--- config.mk ---
export PLATFORM = sky130hd
export DESIGN_NAME = fifo_burst_reader
export DESIGN_NICKNAME = d
export VERILOG_FILES = /design/src/rtl/fifo_burst_reader.sv
export SDC_FILE = /design/constraint.sdc
export NUM_CORES = 1
export LEC_CHECK = 0
export CORE_UTILIZATION = 45
export DETAILED_ROUTE_END_ITERATION = 6
export DONT_BUFFER_PORTS = 1
export SYNTH_ARGS = -nofsm -noshare
export SYNTH_HDL_FRONTEND = slang
export SYNTH_SLANG_ARGS = --single-unit
--- constraint.sdc ---
create_clock -name clk -period 3.75 [get_ports clk]
set_clock_uncertainty 0.15 [all_clocks]
set_input_delay 0 -clock clk [delete_from_list [all_inputs] [get_ports clk]]
set_output_delay 0 -clock clk [all_outputs]
set_load 0.02 [all_outputs]
--- src/rtl/fifo_burst_reader.sv ---
// rtl/fifo_burst_reader.sv - pops fixed-length bursts from a show-ahead FIFO into a 2-entry stream buffer
//
// Parameters:
//   DATASIZE   - width of FIFO read data and stream data
//   BURST_LEN  - words popped per normal burst (1..ALMOST_GAP+1)
//   ALMOST_GAP - almost_empty threshold of the attached FIFO
// Ports:
//   clk          - single clock, shared with the FIFO read side
//   rst_n        - asynchronous active-low reset
//   rdata        - FIFO head word, valid whenever rempty=0
//   rempty       - FIFO empty flag
//   almost_empty - FIFO holds ALMOST_GAP or fewer words
//   rinc         - pop strobe to the FIFO, pops rdata in the same cycle
//   drain        - allow single-word bursts while almost_empty=1
//   abort        - one-cycle pulse: cancel the burst and discard buffered words
//   out_data     - stream data (oldest buffered word)
//   out_last     - out_data is the final word of its burst
//   out_valid    - stream valid
//   out_ready    - stream ready
//   busy         - controller is not IDLE
//   words_read   - free-running count of FIFO pops since reset

module fifo_burst_reader #(
    parameter int DATASIZE   = 8,
    parameter int BURST_LEN  = 4,
    parameter int ALMOST_GAP = 3
) (
    input  logic                clk,
    input  logic                rst_n,
    input  logic [DATASIZE-1:0] rdata,
    input  logic                rempty,
    input  logic                almost_empty,
    output logic                rinc,
    input  logic                drain,
    input  logic                abort,
    output logic [DATASIZE-1:0] out_data,
    output logic                out_last,
    output logic                out_valid,
    input  logic                out_ready,
    output logic                busy,
    output logic [15:0]         words_read
);

    localparam int BW = $clog2(BURST_LEN + 1);
    localparam logic [BW-1:0] BURST_BEATS = BW'(BURST_LEN);
    localparam logic [BW-1:0] ONE_BEAT    = BW'(1);

    typedef enum logic [1:0] {
        IDLE  = 2'd0,
        BURST = 2'd1,
        FLUSH = 2'd2
    } state_t;

    state_t            state_q;
    state_t            state_d;
    logic [BW-1:0]     beats_q;
    logic [DATASIZE:0] buf_q [2];   // {last, data}
    logic              wr_ptr_q;
    logic              rd_ptr_q;
    logic [1:0]        occ;
    logic              pop;
    logic              start_burst;

    assign pop       = out_valid && out_ready;
    assign out_valid = (occ != 2'd0);
    assign out_data  = buf_q[rd_ptr_q][DATASIZE-1:0];
    assign out_last  = buf_q[rd_ptr_q][DATASIZE];
    assign busy      = (state_q != IDLE);

    // Next state and pop strobe. rinc looks only at buffer space, never at
    // out_ready, so the buffer absorbs up to two words of backpressure.
    always_comb begin
        state_d     = state_q;
        rinc        = 1'b0;
        start_burst = 1'b0;
        case (state_q)
            IDLE: begin
                if (!almost_empty || (drain && !rempty)) begin
                    state_d     = BURST;
                    start_burst = 1'b1;
                end
            end
            BURST: begin
                rinc = !rempty && (occ < 2'd2) && !abort;
                if (rinc && (beats_q == ONE_BEAT)) begin
                    state_d = FLUSH;
                end
            end
            FLUSH: begin
                if (occ == 2'd0) begin
                    state_d = IDLE;
                end
            end
            default: state_d = IDLE;
        endcase
        if (abort) begin
            state_d     = IDLE;
            start_burst = 1'b0;
        end
    end

    always_ff @(posedge clk or negedge rst_n) begin
        if (!rst_n) begin
            state_q <= IDLE;
        end else begin
            state_q <= state_d;
        end
    end

    // Full bursts need the FIFO above the almost-empty mark; otherwise the
    // burst was started by drain and is a single word.
    always_ff @(posedge clk or negedge rst_n) begin
        if (!rst_n) begin
            beats_q <= '0;
        end else if (abort) begin
            beats_q <= '0;
        end else if (start_burst) begin
            beats_q <= almost_empty ? ONE_BEAT : BURST_BEATS;
        end else if (rinc) begin
            beats_q <= beats_q - ONE_BEAT;
        end
    end

    always_ff @(posedge clk or negedge rst_n) begin
        if (!rst_n) begin
            for (int i = 0; i < 2; i++) begin
                buf_q[i] <= '0;
            end
            wr_ptr_q <= 1'b0;
            rd_ptr_q <= 1'b0;
            occ      <= 2'd0;
        end else if (abort) begin
            wr_ptr_q <= 1'b0;
            rd_ptr_q <= 1'b0;
            occ      <= 2'd0;
        end else begin
            if (rinc) begin
                buf_q[wr_ptr_q] <= {(beats_q == ONE_BEAT), rdata};
                wr_ptr_q        <= ~wr_ptr_q;
            end
            if (pop) begin
                rd_ptr_q <= ~rd_ptr_q;
            end
            case ({rinc, pop})
                2'b10:   occ <= occ + 2'd1;
                2'b01:   occ <= occ - 2'd1;
                default: occ <= occ;
            endcase
        end
    end

    always_ff @(posedge clk or negedge rst_n) begin
        if (!rst_n) begin
            words_read <= 16'd0;
        end else if (rinc) begin
            words_read <= words_read + 16'd1;
        end
    end

endmodule

; ---- Word-level counts from Yosys, hierarchy flattened
; Cells that the tools add are included.
[classes]
n_addsub = 4
n_lt_le_gt_ge = 4
eq_ne = 8
n_mux = 25
n_bitwise = 5
n_reduce_logical = 20
[ops]
columns = operator, n
row1 = $mux W9, 4
row2 = $bwmux W18, 1
row3 = $add A16 B1 Y16 const B, 1
row4 = $mux W3, 4
row5 = $mux W2, 5
row6 = $demux W9 S1, 1
row7 = $ne A3 B3 Y1 const B, 3
row8 = $mux W1, 8
row9 = $reduce_bool A2 Y1, 4
row10 = $logic_and A1 B1 Y1, 6
row11 = $pmux W2 S3, 1
row12 = $reduce_bool A3 Y1, 2
row13 = $eq A2 B1 Y1 const B, 2
row14 = $eq A2 B2 Y1 const B, 2
row15 = $ge A2 B2 Y1 const B, 2
row16 = $logic_not A2 Y1, 2
row17 = $not A1 Y2, 2
row18 = $pmux W2 S2, 1
row19 = $eq A3 B1 Y1 const B, 1
row20 = $logic_not A1 Y1, 3
row21 = $not A1 Y1, 3
row22 = $reduce_and A3 Y1, 1
row23 = $sub A3 B1 Y3 const B, 1
row24 = $add A2 B1 Y2 const B, 1
row25 = 5 further kinds, 5
[word_totals]
regBits = 43
wordCells = 74

; ---- Depth between registers and ports, before layout
[logic_depth]
word_depth = 8
mapped_depth = 7
mapped_depth_nobuf = 5

; ---- Worst setup path before layout
; No wires, ideal clock.
[synth_timing]
kind = reg2reg
start = register state_q[0]
end = register buf_q[10] (netlist bit)
setup_ps = 125
arrival_time_ps = 1742
required_time_ps = 3475
slack_ps = 1733
path_stages_with_launch = 8
path_cell_list = dfrtp_1 -> buf_2 -> nor3b_1 -> and2_1 -> buf_2 -> nor2b_1 -> buf_2 -> mux2_2
[synth_via]
elab_chain_cells = 3
[synth_lines]
columns = item, line
row1 = "start, declared", 54  ; state_t state_q;
row2 = "start signal, assigned", 106  ; state_q <= state_d;
row3 = $eq A2 B1 Y1, 76  ; case (state_q)
row4 = $mux W1, 76
row5 = net rinc, 33  ; output logic rinc,
row6 = $reduce_and A2 Y1 (no line), n/a
row7 = "end signal, assigned by index", 138  ; buf_q[wr_ptr_q] <= {(beats_q == ONE_BEAT), rdata};
row8 = "end, declared", 57  ; logic [DATASIZE:0] buf_q [2];
; The timed path passes the listed nets, and every way through them passes these cells.
; A chain may end at the register's enable or synchronous reset.

; ---- Worst setup path after layout
[layout_timing]
start = register state_q[0]
end = register buf_q[17] (netlist bit)
; Same word-level chain as after synthesis.

==> flow_summary.json <==
{
  "leakage_nw": 1.062,
  "place_hpwl_mm": 2.615,
  "cts_buffers": 5,
  "most-common-layout-cells": "dfrtp_1 (43), mux2_2 (28), dlygate4sd3_1 (16)",
  "ys_types": 34,
  "finalWirelength_mm": 3.879,
  "stdcell_area_um2": 2390,
  "max_cap_viol_count": 0,
  "status": "completed",
  "synth.cell_area_um2": 2034,
  "fmax_mhz": 375.8,
  "switchingPower_uw": 363.1,
  "antenna_found_initial": 0,
  "diodes": 0,
  "synth_warnings": 0,
  "total_power_mw": 1.289,
  "crit_type": "flop to flop",
  "clock_power_share_pct": 32.8,
  "synth_top_area_share_pct": 52.89,
  "grt_pass1_vias": 1446,
  "cts_tree": "done",
  "slew_headroom_pct": 38.11,
  "layout_commonest_cell": "dfrtp_1",
  "slew_viol_final": 0,
  "initial_core_util_pct": 46.72,
  "crit_fanout": 10,
  "path_clk_slew_ns": 0.09,
  "io_buffers": 0,
  "nFillCells": 377,
  "cts-root-buf": "clkbuf_8",
  "track_usage_pct": 18.09,
  "die_w_um": 69.24,
  "grt_max_degree": 44,
  "switching_share_pct": 28.18,
  "synth_edf_count": 0,
  "worst_setup_path_end_kind": "flop",
  "nets": 208,
  "fin_crit_ns": 2.661,
  "hold_path.class": "input port to async pin",
  "place_area_um2": 2073,
  "layout-drive-gt1-share_pct": 22.51,
  "worstMarginPinSlew_ns": 0.9155,
  "vias": 1351,
  "finalHoldViolCount": 0,
  "stdcell_count": 243,
  "die-height_um": 69.24,
  "die_area_um2": 4794,
  "htreeDepth": 2,
  "setup_viol": 0,
  "yosysSeqAreaShare_pct": 52.89,
  "grt_pass1_wl_mm": 6.886,
  "arrival_ns": 2.69,
  "required_ns": 3.78,
  "synthTopCellsByArea": "dfrtp_1 (53%), mux2_2 (15%), xnor2_1 (4.3%)",
  "worstSetupStartpointType": "flop",
  "clockBufferDepth": 2,
  "utilization_pct": 54.89,
  "vias_per_cell": 5.560,
  "routedWlPerCell_um": 15.96,
  "grt_overflow": 0,
  "synth-async-reset-ratio_pct": 100.0,
  "p_int_uw": 925.5,
  "reg2reg_to": "buf_q[17]",
  "ir_worst_vdd_uv": 283.1,
  "ios": 43,
  "seqPwrFrac_pct": 49.1,
  "period_share_pct": 70.95,
  "syn2layout_area_growth_pct": 17.47,
  "core_um2": 4354,
  "drt_iter0_drc": 79,
  "synthCells": 172,
  "setup_tns_ns": 0,
  "rsz0062_at_grt": "false",
  "worstSkewPairLatency_ns": 0.29,
  "cts_sinks": 43,
  "r2r_slack_ns": 1.09,
  "synthFlopType": "dfrtp_1",
  "synth_seq_cells": 43,
  "numPlacedInstances": 218,
  "synth.avg_cell_area_um2": 11.83,
  "p_comb_share_pct": 18.1,
  "fp-row-count": 24,
  "r2r-start": "state_q[0]",
  "antenna_left": 0,
  "yosys.area.top_type": "dfrtp_1",
  "gp_congestion": 0.7619,
  "drc_errors": 0,
  "r2r_cells": 4,
  "synthesis.nets": 190,
  "drtPass1Iterations": 4,
  "powerDensity_nw_per_um2": 539.2
}
==> metrics by stage <==
stage | hold slack [ns] | worst slack (ns)
floorplan | -0.4456 | 1.733
global placement | -0.4445 | 1.156
detailed placement | -0.4446 | 1.078
CTS | 0.04311 | 1.054
global route | 0.07198 | 0.8887
finish | 0.04683 | 1.089
==> cell usage after synthesis, drive strengths merged (2+ instances only) <==
| master | instances |
|---|---|
| or2 | 2 |
| inv | 5 |
| xnor2 | 10 |
| nor3 | 3 |
| a21oi | 4 |
| o21ai | 2 |
| buf | 3 |
| and3 | 2 |
| ha | 3 |
| nand4 | 5 |
| mux2 | 28 |
| nand2b | 2 |
| nor4 | 2 |
| xor2 | 7 |
| nor2b | 6 |
| nand3 | 6 |
| nor2 | 11 |
| nand2 | 10 |
| or4b | 3 |
| clkbuf | 3 |
| nor4b | 2 |
| dfrtp | 43 |
==> state kept, by name (all words and copies together) (netlist names) <==
name,count
beats_q,3
buf_q,18
occ,2
rd_ptr_q,1
state_q,2
words_read,16
wr_ptr_q,1
==> worst max path at each step <==
stage	cells past startpoint	slack, ns	from	endpoint
final	4	1.09	state_q[0]	buf_q[17]
after global routing	4	0.89	state_q[0]	buf_q[13]
after CTS	4	1.05	state_q[0]	buf_q[13]
after detailed placement	4	1.08	state_q[0]	buf_q[13]
after global placement	4	1.16	state_q[0]	buf_q[15]
after floorplan	7	1.73	state_q[0]	buf_q[10]
==> final cells by class <==
class	count	area, µm²	area share, %
inverter	5	18.77	0.7853
clock inverter	3	67.56	2.827
timing repair buffer	17	180.2	7.539
multi-input combinational	118	913.4	38.22
sequential	43	1076	45.03
clock buffer	5	68.82	2.880
tap	52	65.06	2.723
==> repair_timing <==
action | in CTS | in global routing
resized for setup | 0 | 0
hold buffers | 17 | 0
setup buffers | 0 | 0
hold endpoints to repair | 77 | 0
setup endpoints to repair | 0 | 0
==> metal layers <==
layer / wire length [µm] / GRT usage, %
met3: 186 / 6.250
met1: 1727 / 22.94
met2: 1935 / 29.56
met5: 0 / 0
met4: 30 / 4.762
==> cells by family (layout without fill, tap and decap cells) <==
kind of cell | count (synthesis) | in the layout | synth area share [%]
buffers and inverters | 11 | 30 | 2.214
adders and majority gates | 3 | 3 | 1.845
AOI/OAI and AO/OA | 13 | 13 | 4.244
DFF | 43 | 43 | 52.89
xor gates and xnor gates | 17 | 17 | 7.318
muxes | 28 | 28 | 15.50
and+or+nand+nor | 57 | 57 | 15.99
==> power groups by stage <==
stage               Sequential, mW  Clock, mW  Combinational [mW]
floorplan                    0.620          0               0.189
global placement             0.639          0               0.198
detailed placement           0.643          0               0.205
CTS                          0.634      0.436               0.237
global route                 0.649      0.453               0.254
finish                       0.632      0.423               0.233
==> worst max-delay path: stages (launching register included) <==
cell and delay (ns):
dfrtp_1 0.49, nor3b_1 0.34, and2_1 0.48, nor2b_1 0.69, mux2_2 0.42
No activity file was read; power rests on OpenSTA's default activity.
